**src/rtl/qbert_move_ctrl.sv**
```systemverilog
// -----------------------------------------------------------------------------
// qbert_move_ctrl
// Moves Q*bert across a triangular pyramid of cubes. Each accepted move steps
// the sprite centre toward the target cube once per video frame. After
// HOP_FRAMES frames the sprite snaps to the exact target centre and landed_o
// pulses.
//
// Optional feature macro: QBERT_FALL_EN
//   defined   : a move off the pyramid enters FALL. The sprite drifts down
//               until it reaches FALL_Y_LIMIT, then fell_o pulses and Q*bert
//               respawns on cube (0,0).
//   undefined : a move off the pyramid is accepted and discarded.
//
// Reset is asynchronous and active-low. The port is named "reset".
// -----------------------------------------------------------------------------
module qbert_move_ctrl #(
    parameter int          ROWS         = 7,
    parameter logic [10:0] X_ORIGIN     = 11'd400,
    parameter logic [9:0]  Y_ORIGIN     = 10'd200,
    parameter logic [10:0] XSTEP        = 11'd50,
    parameter logic [9:0]  YSTEP        = 10'd90,
    parameter int          HOP_FRAMES   = 10,
    parameter logic [9:0]  FALL_Y_LIMIT = 10'd600
) (
    input  logic        clk,
    input  logic        reset,
    input  logic        frame_tick_i,
    input  logic        cmd_valid_i,
    input  logic [1:0]  cmd_dir_i,
    output logic        cmd_ready_o,
    output logic [10:0] qbert_x_o,
    output logic [9:0]  qbert_y_o,
    output logic [5:0]  cube_idx_o,
    output logic        landed_o,
    output logic        fell_o
);

    // Row and column registers are sized for pyramids of up to 15 rows.
    localparam int RW = 4;
    localparam int CW = $clog2(HOP_FRAMES + 1);

    localparam logic [CW-1:0] LAST_TICK = CW'(HOP_FRAMES - 1);

    // Per-frame movement, kept as two's complement values in the output widths.
    localparam int          DX_I   = int'(XSTEP) / HOP_FRAMES;
    localparam int          DY_I   = int'(YSTEP) / HOP_FRAMES;
    localparam logic [10:0] DX     = 11'(DX_I);
    localparam logic [10:0] NEG_DX = 11'(-DX_I);
    localparam logic [9:0]  DY     = 10'(DY_I);
    localparam logic [9:0]  NEG_DY = 10'(-DY_I);

    // Reject parameter sets that would leave a hop short of its target or
    // end a fall above the pyramid apex.
    if (((int'(XSTEP) % HOP_FRAMES) != 0) || ((int'(YSTEP) % HOP_FRAMES) != 0)) begin : g_bad_step
        $error("XSTEP and YSTEP must be multiples of HOP_FRAMES");
    end
    if (FALL_Y_LIMIT <= Y_ORIGIN) begin : g_bad_limit
        $error("FALL_Y_LIMIT must lie below the pyramid origin");
    end

    typedef enum logic [1:0] {
        DIR_UR = 2'd0,
        DIR_UL = 2'd1,
        DIR_DR = 2'd2,
        DIR_DL = 2'd3
    } dir_e;

    typedef enum logic [1:0] {
        S_IDLE = 2'd0,
        S_HOP  = 2'd1
`ifdef QBERT_FALL_EN
        ,
        S_FALL = 2'd2
`endif
    } state_e;

    state_e        state_q;
    logic [RW-1:0] row_q, col_q;
    logic [RW-1:0] tgt_row_q, tgt_col_q;
    logic [10:0]   tgt_x_q;
    logic [9:0]    tgt_y_q;
    logic [5:0]    tgt_idx_q;
    logic [10:0]   dx_q, x_q;
    logic [9:0]    dy_q, y_q;
    logic [CW-1:0] cnt_q;
    logic [5:0]    idx_q;
    logic          ready_q, landed_q, fell_q;

    // Signed target decode. Working in int lets r-1 and c-1 go negative so
    // that moves off the top or the left edge are flagged as illegal.
    int          nr, nc;
    logic        legal;
    logic [10:0] step_x;
    logic [9:0]  step_y;
    logic [10:0] tgt_x;
    logic [9:0]  tgt_y;
    logic [5:0]  tgt_idx;

    // Decode the target cube, its centre and its index from the requested direction.
    always_comb begin
        // NOTE: every variable gets a default first so no path leaves one
        // unassigned; an unassigned path in always_comb infers a latch.
        nr     = int'(row_q);
        nc     = int'(col_q);
        step_x = DX;
        step_y = DY;
        case (dir_e'(cmd_dir_i))
            DIR_UR: begin nr = nr - 1;                  step_x = DX;     step_y = NEG_DY; end
            DIR_UL: begin nr = nr - 1; nc = nc - 1;     step_x = NEG_DX; step_y = NEG_DY; end
            DIR_DR: begin nr = nr + 1; nc = nc + 1;     step_x = DX;     step_y = DY;     end
            default: begin nr = nr + 1;                 step_x = NEG_DX; step_y = DY;     end
        endcase
        legal   = (nc >= 0) && (nc <= nr) && (nr < ROWS);
        tgt_x   = 11'(int'(X_ORIGIN) + (2 * nc - nr) * int'(XSTEP));
        tgt_y   = 10'(int'(Y_ORIGIN) + nr * int'(YSTEP));
        tgt_idx = 6'((nr * (nr + 1)) / 2 + nc);
    end

    // Move FSM: accept commands in IDLE, step per frame in HOP or FALL, and
    // produce all outputs from registers.
    always_ff @(posedge clk or negedge reset) begin
        if (!reset) begin
            state_q   <= S_IDLE;
            row_q     <= '0;
            col_q     <= '0;
            tgt_row_q <= '0;
            tgt_col_q <= '0;
            tgt_x_q   <= X_ORIGIN;
            tgt_y_q   <= Y_ORIGIN;
            tgt_idx_q <= '0;
            dx_q      <= '0;
            dy_q      <= '0;
            x_q       <= X_ORIGIN;
            y_q       <= Y_ORIGIN;
            cnt_q     <= '0;
            idx_q     <= '0;
            ready_q   <= 1'b1;
            landed_q  <= 1'b0;
            fell_q    <= 1'b0;
        end else begin
            // NOTE: state is updated with non-blocking assignments. Every
            // register then takes its value from the same pre-edge snapshot,
            // whatever order the statements are in.
            landed_q <= 1'b0;
            fell_q   <= 1'b0;
            case (state_q)
                S_IDLE: begin
                    // Command acceptance takes priority; a frame tick in the
                    // same cycle does not move the sprite.
                    if (cmd_valid_i) begin
                        if (legal) begin
                            state_q   <= S_HOP;
                            ready_q   <= 1'b0;
                            tgt_row_q <= RW'(nr);
                            tgt_col_q <= RW'(nc);
                            tgt_x_q   <= tgt_x;
                            tgt_y_q   <= tgt_y;
                            tgt_idx_q <= tgt_idx;
                            dx_q      <= step_x;
                            dy_q      <= step_y;
                            cnt_q     <= '0;
                        end
`ifdef QBERT_FALL_EN
                        else begin
                            // Off the pyramid: keep the sideways drift and
                            // always fall downward.
                            state_q <= S_FALL;
                            ready_q <= 1'b0;
                            dx_q    <= step_x;
                            dy_q    <= DY;
                        end
`endif
                    end
                end
                S_HOP: begin
                    if (frame_tick_i) begin
                        if (cnt_q == LAST_TICK) begin
                            // Snap to the exact centre so that no rounding
                            // error builds up from one hop to the next.
                            x_q      <= tgt_x_q;
                            y_q      <= tgt_y_q;
                            row_q    <= tgt_row_q;
                            col_q    <= tgt_col_q;
                            idx_q    <= tgt_idx_q;
                            cnt_q    <= '0;
                            landed_q <= 1'b1;
                            ready_q  <= 1'b1;
                            state_q  <= S_IDLE;
                        end else begin
                            x_q   <= x_q + dx_q;
                            y_q   <= y_q + dy_q;
                            cnt_q <= cnt_q + CW'(1);
                        end
                    end
                end
`ifdef QBERT_FALL_EN
                S_FALL: begin
                    if (frame_tick_i) begin
                        if (y_q >= FALL_Y_LIMIT) begin
                            x_q     <= X_ORIGIN;
                            y_q     <= Y_ORIGIN;
                            row_q   <= '0;
                            col_q   <= '0;
                            idx_q   <= '0;
                            cnt_q   <= '0;
                            fell_q  <= 1'b1;
                            ready_q <= 1'b1;
                            state_q <= S_IDLE;
                        end else begin
                            x_q <= x_q + dx_q;
                            y_q <= y_q + dy_q;
                        end
                    end
                end
`endif
                default: begin
                    state_q <= S_IDLE;
                    ready_q <= 1'b1;
                end
            endcase
        end
    end

    assign cmd_ready_o = ready_q;
    assign qbert_x_o   = x_q;
    assign qbert_y_o   = y_q;
    assign cube_idx_o  = idx_q;
    assign landed_o    = landed_q;
    assign fell_o      = fell_q;

endmodule

```
**config.mk**
```make
export PLATFORM = sky130hd
export DESIGN_NAME = qbert_move_ctrl
export DESIGN_NICKNAME = d
export VERILOG_FILES = /design/src/rtl/qbert_move_ctrl.sv
export SDC_FILE = /design/constraint.sdc
export NUM_CORES = 1
export LEC_CHECK = 0
export BUFFER_PORTS_ARGS = -buffer_cell sky130_fd_sc_hd__buf_2
export CAP_MARGIN = 20
export CORE_MARGIN = 10
export CORE_UTILIZATION = 30
export CTS_CLUSTER_DIAMETER = 150
export DETAILED_ROUTE_END_ITERATION = 6
export PLACE_DENSITY = 0.45
export SETUP_SLACK_MARGIN = 0.5
export SLEW_MARGIN = 15
export SYNTH_ARGS = -nofsm -noshare
export SYNTH_HDL_FRONTEND = slang
export SYNTH_SLANG_ARGS = --single-unit
```
**constraint.sdc**
```tcl
create_clock -name clk -period 5.88 [get_ports clk]
set_input_delay 0.588 -clock clk [delete_from_list [all_inputs] [get_ports clk]]
set_output_delay 0.588 -clock clk [all_outputs]
set_load 0.005 [all_outputs]
```
==> run metrics <==
Post-synth top flop dfrtp_1; total gr overflow 0; syn nets 837; multi-input gate area in the final layout 0.00454 mm²; most frequent CP cell ha_4; # hold bufs at CTS 0; PortBufs 34; CTS H-Tree Depth 3; Worst Path Class, Setup in2reg; CP delay by family, top adder cells; unrepaired setup endpoints after global routing true; worst-skew pair later-pin latency 0.35 ns; reg-to-reg slack, setup 0.50 ns; drt first pass iters 4; FF-to-FF End tgt_idx_q[5]$_DFFE_PN0P_; crit path buf inv count 3; die height 169 µm; Finished Cell Area 0.00807 mm²; Final Routed Wirelength 16300 µm; DP HPWL 12400 µm; CP Launch Point cmd_dir_i[0]; share of async-settable or async-resettable flops after synthesis 100%; largest net degree at the start of global routing 77; gp weighted congestion 0.841; synth unique cells 60; CTS buffer count 9; # setup viols final 0; # IOs 36; Worst path slowest cell fa_2; minimum clock period 5.42 ns; CP max stage delay 0.59 ns; max-slew violation count 0; Tcrit/Tclk final 92.3%; WP data arrival 5.64 ns; Worst Path Required 6.09 ns; vias in the first global route 5351; dpl cells 1046; Area contributors post-synth dfrtp_1, ha_1, fa_1; Synth area leader dfrtp_1; post-route setup slack 0.455 ns; Setup WS pre-CTS -0.0946 ns; Root Driver clkbuf_16; critical path fanouts, max 5; via count 5125; synthesized area per cell 9.38 µm²; synthesized cell area 0.00667 mm²; area share of the largest cell type after synthesis 23.6%; CP endpoint kind register; Initial DRC Count 163; num rows 54; worst r2r src row_q[1]$_DFFE_PN0P_; cell count after synthesis 711; CP cell instances buf_6 > inv_4 > ha_4 > nor2_4 > mux2i_4 > xnor2_4 > ha_2 > nand2_2 > ha_4 > nand2b_4 > fa_1 > fa_1 > inv_2 > fa_1 > ha_4 > ha_4 > fa_2 > ha_4 > a21oi_2 > xnor2_1 > xnor2_1 > xnor2_1 > a21oi_1; diodes inserted 0; Post-Route Skew 0.00876 ns; residual DRC count 0; Post-synth EDFFs 0; Area Overhead vs Synth 21.0%; Vias per Instance 4.79; max_slew headroom 49.5%; CTS tree done; Final Non-Filler Cells 1071; Synth warnings 0; timing-limited maximum frequency 184 MHz; Seq/Total Area, Yosys 28.8%; clock buffer depth 2; most common cell after layout, fill and taps aside ha_1; Initial Utilization 30.6%; R2R depth 20; Hold Path Class in2async; All-Layer GR Usage 11.7%; Max-Cap Viols 0; worst slew pin tran 0.758 ns; Seq. cell area 0.00192 mm²; antenna violations before repair 0; fraction of layout cells with a size suffix above 1 24.0%; Core Box Area 0.0218 mm²; Horiz. Die Dim 169 µm; nets 913; ANT nets after route 0; Clock transition at path regs 0.07 ns; Routed wire per std cell 15.3 µm; Final Hold Viols 0; outcome completed; Num Clock Sinks 76; Die Footprint 0.0286 mm²; #FFs+latches synth 76; fillcell total 2201; Worst Setup Start Kind primary input; worst hold slack 0.180 ns; Placed Area 0.00751 mm²; most frequent cells in the layout ha_1, inv_1, dfrtp_1; first-pass GRT wire length 27300 µm
==> flip-flops by register name, summed over array words and instances (netlist names) <==
register	count
cmd_ready_o	1
cnt_q	4
col_q	4
cube_idx_o	6
dx_q	3
dy_q	2
landed_o	1
qbert_x_o	11
qbert_y_o	10
row_q	4
state_q	1
tgt_col_q	4
tgt_idx_q	6
tgt_row_q	4
tgt_x_q	8
tgt_y_q	7
==> what timing repair did <==
action | 4_1_cts | 5_1_grt
endpoints found under the setup margin | 3 | 3
pin swaps | 18 | 11
setup buffers | 7 | 2
gates resized for setup | 16 | 11
==> cell usage after synthesis, drive strengths merged (2+ instances only) <==
master and n:
a31oi 11, clkbuf 14, o21ai 45, o21a 2, o22ai 2, or3 3, nand2b 10, nor2b 7
fa 23, and2 4, dfrtp 63, a211oi 5, or2 3, inv 78, mux2 30, o21bai 7
xor2 16, nor3 9, nand2 53, ha 97, nor3b 4, nand3 11, and3 4, nand3b 3
nor2 49, a21o 18, a21oi 49, dfstp 13, mux2i 2, xnor2 46, nand4 2, buf 10
==> stage by stage <==
step                      setup TNS [ns]  util [%]
after floorplan                        0         -
after global placement           -0.0120      34.4
after detailed placement         -0.0946      34.4
after CTS                              0      36.5
after global routing                   0      37.0
final                                  0      37.0
==> worst max path at each step <==
stage,endpoint,slack [ns],depth (start not counted)
final,tgt_idx_q[5]$_DFFE_PN0P_,0.46,23
after global routing,tgt_x_q[10]$_DFFE_PN0P_,0.21,25
after CTS,tgt_idx_q[5]$_DFFE_PN0P_,0.40,23
after detailed placement,tgt_idx_q[5]$_DFFE_PN0P_,-0.09,25
after global placement,tgt_idx_q[5]$_DFFE_PN0P_,-0.01,23
after floorplan,tgt_idx_q[5]$_DFFE_PN0P_,0.01,21
==> per-layer routing <==
metal,vias to the layer above,share of wire [%],track usage [%]
li1,2573,-,-
met1,2444,49,15.2
met5,-,0,0
met2,92,46,19.4
met3,16,3.8,2.66
met4,0,1.3,3.00
==> cell type report <==
type                            instances  area share (%)
Clock buffer                           12            3.18
Clock inverter                          3           0.853
Inverter                               79            3.74
Multi-Input combinational cell        532            56.3
Sequential cell                        76            23.8
Tap cell                              280            4.34
Timing Repair Buffer                   89            7.80
==> kinds of logic (layout without fill, tap and decap cells) <==
family | count (synthesis) | count (layout) | synth area share (%)
simple gates | 166 | 166 | 12.3
compound gates | 150 | 150 | 13.5
fa+ha+maj | 120 | 120 | 25.1
buf+inv | 103 | 183 | 6.36
flops | 76 | 76 | 28.8
xor+xnor | 63 | 63 | 8.48
mux | 32 | 32 | 5.48
other cells | 1 | 1 | 0.0562
==> worst reg2reg max path: stages (launching register included) <==
cell and delay (ns):
dfrtp_2 0.42, inv_1 0.08, ha_1 0.35, xnor2_4 0.22, ha_2 0.25, inv_1 0.06, ha_1 0.28, nand2b_1 0.18
fa_1 0.47, fa_1 0.51, inv_2 0.04, fa_1 0.48, ha_4 0.29, ha_4 0.19, fa_2 0.59, ha_4 0.21
a21oi_2 0.13, xnor2_1 0.14, xnor2_1 0.16, xnor2_1 0.13, a21oi_1 0.08
Power is not shown: default switching activity piles up to over one toggle a cycle in this logic, so the estimate is an artifact.
